<file path="src/rtl/crc_dec_pkg.sv">
// Shared types for the CRC decelerator host sequencer: command codes, FSM states and
// the default maximum CRC width.
package crc_dec_pkg;

    localparam int unsigned BITWIDTH_DEFAULT = 32;

    typedef enum logic [1:0] {
        CmdReset   = 2'd0,
        CmdSetup   = 2'd1,
        CmdMessage = 2'd2,
        CmdFinal   = 2'd3
    } dut_cmd_e;

    typedef enum logic [3:0] {
        StIdle,
        StSetup,
        StSetupRel,
        StMsgLead,
        StMsgLo,
        StMsgHi,
        StMsgShift,
        StMsgStall,
        StFinIdx,
        StFinDrain,
        StDone
    } state_e;

    function automatic logic [4:0] clamp_count(logic [4:0] value, logic [4:0] limit);
        return (value > limit) ? limit : value;
    endfunction

endpackage

</file>
<file path="src/rtl/crc_readback_assembler.sv">
// Captures decelerator readback bytes two cycles after each index is issued and
// assembles them into the zero-extended CRC result.
module crc_readback_assembler
    import crc_dec_pkg::*;
#(
    parameter int unsigned BITWIDTH = BITWIDTH_DEFAULT
) (
    input  logic                clk,
    input  logic                rst_n,
    input  logic                clear,
    input  logic                idx_valid,
    input  logic [2:0]          idx,
    input  logic [7:0]          rdata,
    output logic [BITWIDTH-1:0] crc_value
);

    localparam int unsigned NBytes = BITWIDTH / 8;
    localparam int unsigned NSlots = (NBytes > 8) ? 8 : NBytes;

    logic [1:0]          vld_q;
    logic [2:0]          idx1_q;
    logic [2:0]          idx2_q;
    logic [BITWIDTH-1:0] crc_q;

    // Two-stage index pipeline matches the decelerator's readback latency.
    always_ff @(posedge clk or negedge rst_n) begin
        if (!rst_n) begin
            vld_q  <= 2'b00;
            idx1_q <= 3'd0;
            idx2_q <= 3'd0;
            crc_q  <= '0;
        end else begin
            vld_q  <= {vld_q[0], idx_valid};
            idx1_q <= idx;
            idx2_q <= idx1_q;
            if (clear) begin
                crc_q <= '0;
            end else if (vld_q[1]) begin
                for (int i = 0; i < NSlots; i++) begin
                    if (idx2_q == 3'(i)) begin
                        crc_q[8*i +: 8] <= rdata;
                    end
                end
            end
        end
    end

    assign crc_value = crc_q;

endmodule

</file>
<file path="src/rtl/crc_host_sequencer.sv">
// Host-side sequencer: streams CRC configuration and message nibbles into the decelerator,
// then reads the result back one byte at a time.
module crc_host_sequencer
    import crc_dec_pkg::*;
#(
    parameter int unsigned BITWIDTH = BITWIDTH_DEFAULT
) (
    input  logic                clk,
    input  logic                rst_n,
    input  logic                setup_start,
    input  logic [5:0]          cfg_width,
    input  logic                cfg_reflect_in,
    input  logic                cfg_reflect_out,
    input  logic [BITWIDTH-1:0] cfg_poly,
    input  logic [BITWIDTH-1:0] cfg_init,
    input  logic [BITWIDTH-1:0] cfg_xor,
    input  logic                byte_valid,
    input  logic [7:0]          byte_data,
    input  logic                byte_last,
    output logic                byte_ready,
    output logic [1:0]          dut_cmd,
    output logic [3:0]          dut_data,
    input  logic [7:0]          dut_rdata,
    output logic                crc_valid,
    output logic [BITWIDTH-1:0] crc_value,
    output logic                busy
);

    // Nibble and byte counts never exceed what a 6-bit width field can express.
    localparam int unsigned NMaxInt = (BITWIDTH / 4 > 16) ? 16 : BITWIDTH / 4;
    localparam int unsigned BMaxInt = (BITWIDTH / 8 > 8) ? 8 : BITWIDTH / 8;
    localparam logic [4:0]  NMax    = 5'(NMaxInt);
    localparam logic [4:0]  BMax    = 5'(BMaxInt);

    state_e              state_q, state_d;
    dut_cmd_e            cmd;
    logic [5:0]          cnt_q, cnt_d;
    logic [4:0]          width_q;
    logic                refl_in_q, refl_out_q;
    logic [BITWIDTH-1:0] poly_q, init_q, xor_q;
    logic [4:0]          n_q;
    logic [3:0]          b_q;
    logic [3:0]          byte_hi_q;
    logic                last_q;
    logic                start;
    logic                accept;
    logic                rb_valid;
    logic [4:0]          n_raw, b_raw, b_clamped;
    logic [5:0]          n_ext;
    logic [5:0]          setup_last;
    logic [3:0]          setup_nibble;

    function automatic logic [3:0] nibble_at(logic [BITWIDTH-1:0] vec, logic [5:0] idx);
        logic [BITWIDTH-1:0] shifted;
        shifted = vec >> {idx, 2'b00};
        return shifted[3:0];
    endfunction

    assign start      = (state_q == StIdle) && setup_start;
    assign accept     = byte_valid && byte_ready;
    assign n_raw      = {1'b0, cfg_width[5:2]} + 5'd1;
    assign b_raw      = {2'b00, cfg_width[5:3]} + 5'd1;
    assign b_clamped  = clamp_count(b_raw, BMax);
    assign n_ext      = {1'b0, n_q};
    assign setup_last = 6'd3 * n_ext + 6'd2;
    assign busy       = (state_q != StIdle);
    assign dut_cmd    = cmd;

    always_ff @(posedge clk or negedge rst_n) begin
        if (!rst_n) begin
            width_q    <= '0;
            refl_in_q  <= 1'b0;
            refl_out_q <= 1'b0;
            poly_q     <= '0;
            init_q     <= '0;
            xor_q      <= '0;
            n_q        <= '0;
            b_q        <= '0;
        end else if (start) begin
            width_q    <= cfg_width[4:0];
            refl_in_q  <= cfg_reflect_in;
            refl_out_q <= cfg_reflect_out;
            poly_q     <= cfg_poly;
            init_q     <= cfg_init;
            xor_q      <= cfg_xor;
            n_q        <= clamp_count(n_raw, NMax);
            b_q        <= b_clamped[3:0];
        end
    end

    always_ff @(posedge clk or negedge rst_n) begin
        if (!rst_n) begin
            byte_hi_q <= '0;
            last_q    <= 1'b0;
        end else if (start) begin
            last_q    <= 1'b0;
        end else if (accept) begin
            byte_hi_q <= byte_data[7:4];
            last_q    <= byte_last;
        end
    end

    always_ff @(posedge clk or negedge rst_n) begin
        if (!rst_n) begin
            state_q <= StIdle;
            cnt_q   <= '0;
        end else begin
            state_q <= state_d;
            cnt_q   <= cnt_d;
        end
    end

    // Setup stream: config_lo, config_hi, poly, init, xor (LS nibble first), trailing zero.
    always_comb begin
        setup_nibble = 4'd0;
        if (cnt_q == 6'd0) begin
            setup_nibble = width_q[3:0];
        end else if (cnt_q == 6'd1) begin
            setup_nibble = {1'b0, width_q[4], refl_out_q, refl_in_q};
        end else if (cnt_q < n_ext + 6'd2) begin
            setup_nibble = nibble_at(poly_q, cnt_q - 6'd2);
        end else if (cnt_q < 6'd2 * n_ext + 6'd2) begin
            setup_nibble = nibble_at(init_q, cnt_q - n_ext - 6'd2);
        end else if (cnt_q < setup_last) begin
            setup_nibble = nibble_at(xor_q, cnt_q - 6'd2 * n_ext - 6'd2);
        end
    end

    always_comb begin
        state_d    = state_q;
        cnt_d      = cnt_q;
        cmd        = CmdReset;
        dut_data   = 4'd0;
        byte_ready = 1'b0;
        crc_valid  = 1'b0;
        rb_valid   = 1'b0;
        unique case (state_q)
            StIdle: begin
                if (setup_start) begin
                    state_d = StSetup;
                    cnt_d   = '0;
                end
            end
            StSetup: begin
                cmd      = CmdSetup;
                dut_data = setup_nibble;
                if (cnt_q == setup_last) begin
                    state_d = StSetupRel;
                    cnt_d   = '0;
                end else begin
                    cnt_d = cnt_q + 6'd1;
                end
            end
            StSetupRel: begin
                cmd     = CmdFinal;
                state_d = byte_valid ? StMsgLead : StMsgStall;
            end
            StMsgLead: begin
                cmd     = CmdMessage;
                state_d = StMsgLo;
            end
            StMsgLo: begin
                cmd        = CmdMessage;
                dut_data   = byte_data[3:0];
                byte_ready = 1'b1;
                state_d    = StMsgHi;
            end
            StMsgHi: begin
                cmd      = CmdMessage;
                dut_data = byte_hi_q;
                state_d  = StMsgShift;
                cnt_d    = '0;
            end
            StMsgShift: begin
                cmd = CmdMessage;
                if (cnt_q == 6'd7) begin
                    cnt_d = '0;
                    if (last_q) begin
                        state_d = StFinIdx;
                    end else if (byte_valid) begin
                        state_d = StMsgLo;
                    end else begin
                        state_d = StMsgStall;
                    end
                end else begin
                    cnt_d = cnt_q + 6'd1;
                end
            end
            StMsgStall: begin
                // FINAL rather than RESET keeps the decelerator's accumulator intact.
                cmd = CmdFinal;
                if (byte_valid) begin
                    state_d = StMsgLead;
                end
            end
            StFinIdx: begin
                cmd      = CmdFinal;
                dut_data = cnt_q[3:0];
                rb_valid = 1'b1;
                if (cnt_q[3:0] == b_q - 4'd1) begin
                    state_d = StFinDrain;
                    cnt_d   = '0;
                end else begin
                    cnt_d = cnt_q + 6'd1;
                end
            end
            StFinDrain: begin
                cmd      = CmdFinal;
                dut_data = b_q - 4'd1;
                if (cnt_q == 6'd1) begin
                    state_d = StDone;
                    cnt_d   = '0;
                end else begin
                    cnt_d = cnt_q + 6'd1;
                end
            end
            StDone: begin
                crc_valid = 1'b1;
                state_d   = StIdle;
            end
            default: begin
                state_d = StIdle;
            end
        endcase
    end

    crc_readback_assembler #(
        .BITWIDTH (BITWIDTH)
    ) u_readback (
        .clk       (clk),
        .rst_n     (rst_n),
        .clear     (start),
        .idx_valid (rb_valid),
        .idx       (cnt_q[2:0]),
        .rdata     (dut_rdata),
        .crc_value (crc_value)
    );

endmodule
</file>
<file path="config.mk">
export PLATFORM = sky130hd
export DESIGN_NAME = crc_host_sequencer
export DESIGN_NICKNAME = d
export VERILOG_FILES = /design/src/rtl/crc_dec_pkg.sv /design/src/rtl/crc_readback_assembler.sv /design/src/rtl/crc_host_sequencer.sv
export SDC_FILE = /design/constraint.sdc
export NUM_CORES = 1
export LEC_CHECK = 0
export BUFFER_PORTS_ARGS = -buffer_cell sky130_fd_sc_hd__buf_4
export CAP_MARGIN = 5
export CORE_MARGIN = 2
export CORE_UTILIZATION = 43
export CTS_CLUSTER_DIAMETER = 100
export DETAILED_ROUTE_END_ITERATION = 10
export PLACE_DENSITY = 0.6
export RECOVER_POWER = 50
export SETUP_SLACK_MARGIN = 0.3
export SKIP_LAST_GASP = 1
export SYNTH_ARGS = -nofsm -noshare
export SYNTH_HDL_FRONTEND = slang
export SYNTH_SLANG_ARGS = --single-unit
</file>
<file path="constraint.sdc">
create_clock -name clk -period 4.8 [get_ports clk]
set_input_delay 0.24 -clock clk [delete_from_list [all_inputs] [get_ports clk]]
set_output_delay 0.24 -clock clk [all_outputs]
set_load 0.02 [all_outputs]
</file>
# After elaboration in Yosys (flattened, before gate mapping)
# Cells that the tools add are included.
[classes]
shifts = 3
mux = 36
n_bitwise = 1
order_cmp = 5
reduce_logical = 22
addsub = 12
eq_ne = 23
n_mul = 1
[ops]
columns = ["operator", "count"]
rows = [
  [">> shifter 32 x 8 -> 4 bit", 3],
  ["two-way mux 32 bit", 2],
  ["two-way mux 4 bit", 13],
  ["one-hot mux 4 bit (10 select lines)", 1],
  ["one-hot mux 6 bit (6 select lines)", 1],
  ["two-way mux 8 bit", 4],
  ["two-way mux 6 bit", 5],
  ["one-hot mux 4 bit (5 select lines)", 1],
  ["less-than comparator 6 bit", 3],
  ["subtractor 6 x 2 -> 6 bit, second input constant", 3],
  ["equality test 4 x 3 -> 1 bit, second input constant", 4],
  ["adder 6 x 2 -> 6 bit, second input constant", 2],
  ["equality test 4 bit, second input constant", 3],
  ["!= test 2 bit, second input constant", 6],
  ["AND reduction 2 bit", 6],
  ["nonzero test 2 bit", 6],
  ["equality test 4 x 2 -> 1 bit, second input constant", 2],
  ["OR reduction 4 bit", 2],
  ["adder 5 x 2 -> 6 bit, second input constant", 1],
  ["adder 6 x 1 -> 6 bit, second input constant", 1],
  ["equality test 3 x 2 -> 1 bit, second input constant", 2],
  ["equality test 6 x 1 -> 1 bit, second input constant", 1],
  ["equality test 6 x 3 -> 1 bit, second input constant", 1],
  ["equality test 6 bit", 1],
  ["24 further kinds", 29],
]
[totals]
in_bits = 125
reg_bits = 167

# Logic depth before layout (Yosys ltp)
# Gate-level depths: netlist (run 1).
[logic_depth]
depth_word = 9
depth_mapped = 15
ltp_nobuf = 14

# Modules after synthesis
# A second synthesis (run 1) with hierarchy kept.
[hier_totals]
cells_unflattened = 957
hier_area_um2 = 9186.3
[by_module_without_submodules]
columns = ["module", "cells_each", "n_inst", "area_each_um2"]
rows = [
  ["crc_host_sequencer", 832, 1, 7499.7],
  ["crc_readback_assembler", 125, 1, 1686.6],
]

# Worst setup path after synthesis (run 1)
# No wires, ideal clock.
[synth_timing]
path_type = "reg-to-output"
startpoint = "register cnt_q[1]"
endpoint = "output port dut_data[0]"
t_arrival_ns = 3.357
path_stages_with_launch = 12
n_path_buf = 1
slack_ns = 1.203
t_required_ns = 4.560
cell_sequence = "dfrtp_1 buf_1 inv_1 ha_1 inv_1 fa_1 xnor2_1 a211oi_1 o21ai_0 nor4_1 a31oi_1 o211ai_1"
[synth_between]
elab_chain_len = 9
word_cells_on_any_way = 19
cone_classes = "add/sub (5); order compare (3); eq/ne (1); shift (3); mux (6); reduce/logical (1)"
[synth_lines]
columns = ["item", "line_no", "rtl"]
rows = [
  ["start, declared", "crc_host_sequencer.sv:37", "logic [5:0] cnt_q, cnt_d;"],
  ["start signal, assigned", "crc_host_sequencer.sv:109", "cnt_q <= cnt_d;"],
  ["subtractor 6 bit", "crc_host_sequencer.sv:125", "setup_nibble = nibble_at(xor_q, cnt_q - 6'd2 * n_ext - 6'd2);"],
  ["subtractor 6 x 2 -> 6 bit", "crc_host_sequencer.sv:125", ""],
  [">> shifter 32 x 8 -> 4 bit", "crc_host_sequencer.sv:55", "shifted = vec >> {idx, 2'b00};"],
  ["two-way mux 4 bit", "crc_host_sequencer.sv:124", "end else if (cnt_q < setup_last) begin"],
  ["two-way mux 4 bit", "crc_host_sequencer.sv:122", "end else if (cnt_q < 6'd2 * n_ext + 6'd2) begin"],
  ["two-way mux 4 bit", "crc_host_sequencer.sv:120", "end else if (cnt_q < n_ext + 6'd2) begin"],
  ["two-way mux 4 bit", "crc_host_sequencer.sv:118", "end else if (cnt_q == 6'd1) begin"],
  ["two-way mux 4 bit (*)", "crc_host_sequencer.sv:116", "if (cnt_q == 6'd0) begin"],
  ["one-hot mux 4 bit (5 select lines) (*)", "crc_host_sequencer.sv:137", "unique case (state_q)"],
  ["end, declared", "crc_host_sequencer.sv:22", "output logic [3:0] dut_data,"],
]
# Every way passes the cells marked *; elsewhere a longest branch is shown, timed or not.

# Worst setup path after layout (run 1)
# Same ends and word-level chain as after synthesis.

==> metrics.md, run 1 <==
| Metric | Value |
|---|---|
| CTS tree | `yes` |
| Ys async rst share | `1.00` |
| Compound-gate portion of the synthesized area | `0.0869` |
| Layout net count | `1355` |
| WL final | `23200 um` |
| Synth Instances | `995` |
| DR WL met3 | `886 um` |
| CP max FO | `16` |
| Number of flops mapped to enable cells by yosys | `0` |
| Final GP Congestion | `0.865` |
| Overflow after GRT | `0` |
| Die ar. | `0.0220 mm2` |
| Max Root-Sink Buffers | `2` |
| Io pins | `166` |
| RSZ-0062 raised after global routing | `false` |
| Status | `complete, but fails checks` |
| Initial core utilization | `0.441` |
| Adder and majority gate portion of the synthesized area | `0.0761` |
| Critical path endpoint category | `output port` |
| Register area share after synthesis | `0.467` |
| # rows | `52` |
| Mean routed wirelength per cell | `15.9 um` |
| FF+latch count, synth | `167` |
| Setup crit end | `dut_data[0]` |
| Worst R2R Path Depth | `8` |
| CTS buffer count | `17` |
| Vias post-DR | `7484` |
| Tcrit/Tclk final | `0.861` |
| DR top layer | `met4` |
| Final setup TNS | `0 ns` |
| Leakage | `5.62 nW` |
| Pin count of the biggest net entering global routing | `91` |
| Setup crit start kind | `register` |
| CTS clock-pin slew for the worst setup and hold paths | `0.07 ns` |
| Worst reg2reg endpoint | `state_q[1]` |
| Tmin final | `4.13 ns` |
| Peak Freq | `0.242 GHz` |
| Vias/cell | `5.12` |
| Hold Vio Cnt, Final | `0` |
| Core Util, Final | `0.558` |
| WS Path Type | `reg -> out` |
| Met2 routed WL | `11300 um` |
| Max Slew Vio Count | `117` |
| Dominant combinational cell family by area after synthesis | `simple AND/OR/NAND/NOR gates` |
| Buffers on Ports | `165` |
| Netlist cell types | `55` |
| Setup crit start | `cnt_q[1]` |
| Xor and xnor fraction of the mapped netlist area | `0.0280` |
| Post-route DRC | `0` |
| Synth Net Count | `1172` |
| Layout cells sized above 1 | `0.177` |
| Data arrival, critical path | `3.89 ns` |
| CP top delay family | `adder cells` |
| Worst hold path class | `in -> reg` |
| First-pass GRT wire length | `37400 um` |
| Worst-skew pair later-pin latency | `0.43 ns` |
| Biggest area consumer among synthesized cells | `dfrtp_1` |
| Critical Path RT | `4.56 ns` |
| Initial antenna violation count | `0` |
| Layout area overhead | `26.5%` |
| Yosys warning count | `0` |
| Area post-placement | `0.0104 mm2` |
| R2r setup slk | `1.20 ns` |
| Top post-synthesis cells by area | `dfrtp_1 47%, nand2_1 18%, ha_1 6.7%` |
| Failing checks | `max-capacitance violations, max-slew violations` |
| Multiplexer share of the synthesized area | `0.0781` |
| Setup Skew | `0.0117 ns` |
| Slowest stage cell, crit path | `ha_1` |
| CP max stage delay | `0.47 ns` |
| Antenna cells | `0` |
| ANT nets after route | `0` |
| Core area | `0.0203 mm2` |
| Slew @ Worst Pin | `2.27 ns` |
| GR Util All Layers | `0.216` |
| Design area | `0.0113 mm2` |
| M1 WL | `10600 um` |
| Die W | `148 um` |
| Count of final setup violators | `0` |
| Root Driver | `clkbuf_16` |
| CP Cell Sequence | `buf_4, inv_1, ha_1, inv_1, fa_1, xnor2_1, a211oi_1, o21ai_0, nor4_2, a31oi_1, o211ai_1, buf_4` |
| Die span in y | `148 um` |
| H-tree depth | `4` |
| Top FF cell, synth | `dfrtp_1` |
| Simple-gate share of the synthesized area | `0.222` |
| Max-cap violations | `2` |
| Avg Cell Area, Syn | `8.99 um2` |
| Top-area cell type share of the netlist area | `0.467` |
| Slew Limit Headroom | `-0.511` |
| Clk sinks | `167` |
| FF-to-FF Start | `cnt_q[0]` |
| Post-Syn Area | `0.00894 mm2` |
| Peak supply drop | `0.000305 V` |
| Initial DRC count | `412` |
| Post-DP HPWL | `16600 um` |
| CP bufs+invs | `4` |
| Power per cell area | `656 mW/mm2` |
| Vias in the first global route | `7282` |
| WP depth | `12` |
| Pre-antenna DRT Iters | `5` |
-- through the flow --
step                instances  hold slack (ns)  setup slack (ns)  power [mW]
global placement         1385            0.333              1.05        5.91
finish                   1461          0.00807             0.666        7.42
CTS                      1461          0.00115             0.553        7.52
floorplan                 995          -0.0556              1.20        4.88
global route             1461          0.00822             0.410        7.98
detailed placement       1385            0.335              1.01        5.98
-- state kept, by name, indices dropped and copies added (netlist names), 3 cells and up --
signal                count
init_q                   32
u_readback.crc_value     32
cnt_q                     6
poly_q                   32
state_q                   4
b_q                       4
n_q                       5
byte_hi_q                 4
width_q                   5
u_readback.idx1_q         3
xor_q                    32
u_readback.idx2_q         3
-- worst min path at each step --
stage	slack, ns	to	cells past startpoint	start
2_1_floorplan	-0.06	b_q[0]	0	rst_n
3_3_place_gp	0.33	u_readback.idx2_q[0]	0	u_readback.idx1_q[0]
3_5_place_dp	0.33	u_readback.idx2_q[0]	0	u_readback.idx1_q[0]
4_1_cts	0.001	init_q[16]	3	cfg_init[16]
5_1_grt	0.008	poly_q[18]	3	cfg_poly[18]
6_report	0.008	poly_q[15]	3	cfg_poly[15]
-- power by group --
part / switching, mW / leakage [nW] / internal (mW)
logic: 1.97 / 3.17 / 1.56
registers: 0.407 / 2.14 / 1.99
clock network: 0.606 / 0.312 / 0.890
total: 2.99 / 5.62 / 4.43
-- cells in the mapped netlist, types with 3 or more instances --
library cell / n
o22ai_1: 4
nor2_1: 25
fa_1: 4
mux4_2: 24
o21a_1: 4
nand2b_1: 3
ha_1: 48
a211oi_1: 4
clkbuf_1: 28
and3_1: 4
mux2i_1: 9
dfrtp_1: 167
o21ai_0: 26
nand2_1: 418
o211ai_1: 3
nand4_1: 4
xnor2_1: 15
mux2_2: 6
nor4_1: 4
a21oi_1: 51
a21o_1: 7
a31oi_1: 5
xor2_1: 11
buf_2: 14
or3_1: 6
inv_1: 39
nor3_1: 6
nand3_1: 9
buf_1: 8
and2_1: 4
a22oi_1: 3
nor2b_1: 3
-- cell type report --
class / count / area (um2)
fillers: 1956 / 8980
multi-input cells: 737 / 4420
flip-flops and latches: 167 / 4180
repair buffers: 216 / 1600
clock buffers: 19 / 433
well taps: 270 / 338
clock inverters: 13 / 204
inverters: 39 / 146
-- layout by cell type (no fill, tap or decap), types with 5 or more instances in the layout --
cell type / instances
a21o_1: 7
a21oi_1: 51
a31oi_1: 5
buf_4: 136
clkbuf_1: 35
clkbuf_16: 17
dfrtp_1: 167
dlygate4sd3_1: 44
ha_1: 48
inv_1: 39
inv_6: 6
mux2_2: 6
mux2i_1: 9
mux4_2: 24
nand2_1: 418
nand3_1: 8
nor2_1: 25
nor3_1: 6
o21ai_0: 26
or3_1: 6
xnor2_1: 15
xor2_1: 11
-- per-layer routing --
layer	global-route usage	vias to the layer above
li1	-	3653
met1	0.297	3643
met2	0.355	158
met3	0.0368	30
met4	0.0614	0
met5	0	-
-- cells by family (layout without fill, tap and decap cells) --
group | after synthesis | in the layout
XOR/XNOR | 27 | 27
adder cells (fa/ha/maj) | 52 | 52
flip-flops | 167 | 167
multiplexers | 39 | 39
AO/OA/AOI/OAI | 125 | 125
buffers and inverters | 91 | 287
AND/OR/NAND/NOR | 494 | 494
-- worst register-to-register path: stages, from the launching register on --
cell	delay, ns
dfrtp_1	0.36
clkbuf_1	1.45
ha_1	0.37
nand2_2	0.12
o221ai_2	0.25
and3_1	0.49
o21ai_4	0.15
o221ai_1	0.20
o31a_1	0.16
-- timing repair --
action | CTS | global route
hold buffers | 44 | 0
endpoints found under the setup margin | 0 | 1
gates resized for setup | 0 | 1
endpoints found under the hold margin | 131 | 0
setup buffers | 0 | 0
Power figures use the tool's default switching activity.
==> run 2, diff against run 1 <==
Settings changed: REMOVE_ABC_BUFFERS set to 1, SLEW_MARGIN set to 20.
==> run 2 against run 1 <==
Net effect:
- the run still ends with max-capacitance violations, max-slew violations left
- sequential cell count unchanged
- non-clock buffer count increased by 9
- clock skew decreased by 0.00098 ns
- first-iteration DRC count decreased by 18%
- final cell count increased by 0.62%
- power decreased by 0.94%
- sequential power about the same
- via count decreased by 2.0%
- critical path depth increased by 3
- register-to-register slack improved by 0.04 ns
- hold slack got worse by 0.0045 ns
- sequential share of layout area decreased by 0.25 points
- critical endpoint is now dut_data[3]
- largest cell class unchanged
- largest power group unchanged
==> metrics.md, run 2 (synthesis results as in run 1) <==
| Metric | Value |
|---|---|
| Vias/cell | `4.99 (was 5.12)` |
| Clk sinks | `167 (unchanged)` |
| Root Driver | `clkbuf_16 (unchanged)` |
| Fill cell count | `1904 (was 1956)` |
| Status | `complete, but fails checks (unchanged)` |
| Initial DRC count | `339 (was 412)` |
| CTS tree | `yes (unchanged)` |
| CTS buffer count | `17 (unchanged)` |
| Die ar. | `0.0220 mm2 (unchanged)` |
| Most common cell after layout, fill and taps aside | `nand2_1 (unchanged)` |
| Vias post-DR | `7331 (was 7484)` |
| Leakage | `5.65 nW (was 5.62 nW)` |
| CP top delay family | `adder cells (unchanged)` |
| Io pins | `166 (unchanged)` |
| RSZ-0062 raised after global routing | `false (unchanged)` |
| Tmin final | `4.10 ns (was 4.13 ns)` |
| Post-DP HPWL | `16300 um (was 16600 um)` |
| ANT nets after route | `0 (unchanged)` |
| CTS clock-pin slew for the worst setup and hold paths | `0.07 ns (about the same)` |
| Critical path endpoint category | `output port (unchanged)` |
| CP Cell Sequence | `inv_1, ha_1, inv_1, ha_1, inv_1, fa_1, xor2_1, ha_1, a21o_1, a211oi_1, o21ai_0, nor4_2, o2bb2ai_1, a311o_1, buf_4 (was buf_4, inv_1, ha_1, inv_1, fa_1, xnor2_1, a211oi_1, o21ai_0, nor4_2, a31oi_1, o211ai_1, buf_4)` |
| Final GP Congestion | `0.825 (was 0.865)` |
| Failing checks | `max-capacitance violations, max-slew violations (unchanged)` |
| Setup crit start kind | `register (unchanged)` |
| DP Worst Slack | `0.976 ns (was 1.01 ns)` |
| Final setup TNS | `0 ns (unchanged)` |
| H-tree depth | `4 (unchanged)` |
| Worst hold path class | `in -> reg (unchanged)` |
| Vias in the first global route | `7320 (was 7282)` |
| WL final | `23300 um (was 23200 um)` |
| Setup Skew | `0.0107 ns (was 0.0117 ns)` |
| First-pass GRT wire length | `37800 um (was 37400 um)` |
| Antenna cells | `0 (unchanged)` |
| Buffers on Ports | `165 (unchanged)` |
| Design area | `0.0114 mm2 (was 0.0113 mm2)` |
| Overflow after GRT | `0 (unchanged)` |
| Power per cell area | `645 mW/mm2 (was 656 mW/mm2)` |
| Peak supply drop | `0.000330 V (was 0.000305 V)` |
| Count of final setup violators | `0 (unchanged)` |
| Core area | `0.0203 mm2 (unchanged)` |
| Layout net count | `1364 (was 1355)` |
| Initial core utilization | `0.441 (unchanged)` |
| CP max FO | `6 (was 16)` |
| Die W | `148 um (unchanged)` |
| Postcts setup bufs | `0 (unchanged)` |
| Hold Vio Cnt, Final | `0 (unchanged)` |
| Pre-antenna DRT Iters | `4 (was 5)` |
| WS Path Type | `reg -> out (unchanged)` |
| Area post-placement | `0.0104 mm2 (about the same)` |
| Mean routed wirelength per cell | `15.8 um (was 15.9 um)` |
| # rows | `52 (unchanged)` |
| Peak Freq | `0.244 GHz (was 0.242 GHz)` |
| CP max stage delay | `0.48 ns (was 0.47 ns)` |
| Slowest stage cell, crit path | `dfrtp_1 (was ha_1)` |
| Max-cap violations | `2 (unchanged)` |
| Worst-skew pair later-pin latency | `0.43 ns (about the same)` |
| Data arrival, critical path | `3.86 ns (was 3.89 ns)` |
| Initial antenna violation count | `0 (unchanged)` |
| Die span in y | `148 um (unchanged)` |
| Tcrit/Tclk final | `0.854 (was 0.861)` |
| Layout cells sized above 1 | `0.176 (was 0.177)` |
| Most frequent cells in the layout | `418 x nand2_1, 167 x dfrtp_1, 133 x buf_4, 54 x dlygate4sd3_1, 51 x a21oi_1 (was 418 x nand2_1, 167 x dfrtp_1, 136 x buf_4, 51 x a21oi_1, 48 x ha_1)` |
| CP bufs+invs | `4 (unchanged)` |
| GR Util All Layers | `0.217 (was 0.216)` |
| Max Slew Vio Count | `108 (was 117)` |
| Hold_ws | `0.00353 ns (was 0.00807 ns)` |
| Slew Limit Headroom | `-0.376 (was -0.511)` |
| Pin count of the biggest net entering global routing | `82 (was 91)` |
| Max Root-Sink Buffers | `2 (unchanged)` |
| Critical Path RT | `4.56 ns (about the same)` |
| Post-route DRC | `0 (unchanged)` |
| Slew @ Worst Pin | `2.06 ns (was 2.27 ns)` |
| Final WS setup | `0.699 ns (was 0.666 ns)` |
| Layout area overhead | `27.4% (was 26.5%)` |
==> run 2: cell types whose count changed in the layout (fill, tap and decap cells not counted), sizes merged <==
cell,before,now
buf,136,134
bufinv,4,2
clkbuf,55,54
clkinv,1,5
clkinvlp,0,1
dlygate4sd3,44,54
inv,47,46
==> run 2: metrics by stage <==
stage           util  cells  total power, mW
5_1_grt        0.561   1470             7.93
6_report       0.561   1470             7.35
4_1_cts        0.568   1470             7.48
3_3_place_gp   0.511   1384             5.92
2_1_floorplan      -    943             4.85
3_5_place_dp   0.511   1384             6.00
==> run 2: worst paths after layout <==
check,slack [ns],endpoint,startpoint,cells past startpoint
max,0.70,dut_data[3],n_q[1],15
min in group asynchronous,0.93,u_readback.crc_value[16],rst_n,2
max reg2reg,1.24,state_q[1],cnt_q[0],8
min reg2reg,0.34,u_readback.idx2_q[0],u_readback.idx1_q[0],0
max in group asynchronous,1.76,xor_q[9],rst_n,3
min,0.004,xor_q[15],cfg_xor[15],3
==> run 2: tightest hold or removal path: stages <==
cell,delay (ns)
buf_4,0.08
nand2_1,0.04
nand2_1,0.04
==> run 2: final cells by class <==
class,count,area (um2),share of cell area
Multi-Input combinational cell,737,4420,0.388
Sequential cell,167,4180,0.367
Timing Repair Buffer,225,1700,0.149
Clock buffer,17,425,0.0373
Tap cell,270,338,0.0296
Clock inverter,15,186,0.0164
Inverter,39,146,0.0128
==> run 2: power by group <==
group | internal, mW | total, mW | switching [mW]
sequential | 1.99 | 2.40 | 0.414
clock | 0.791 | 1.42 | 0.632
combinational | 1.56 | 3.53 | 1.97
==> run 2: per-layer routing <==
layer,vias up,wire length [um],share of wire,track usage
met5,-,0,0,0
met4,0,387,0.017,0.0633
met3,23,871,0.037,0.0304
met2,157,11100,0.48,0.354
met1,3495,10900,0.47,0.306
li1,3656,-,-,-
==> run 2: what timing repair did <==
item	CTS	global route
setup endpoints to repair	0	2
endpoints found under the hold margin	132	0
resized for setup	0	1
hold buffers	54	0
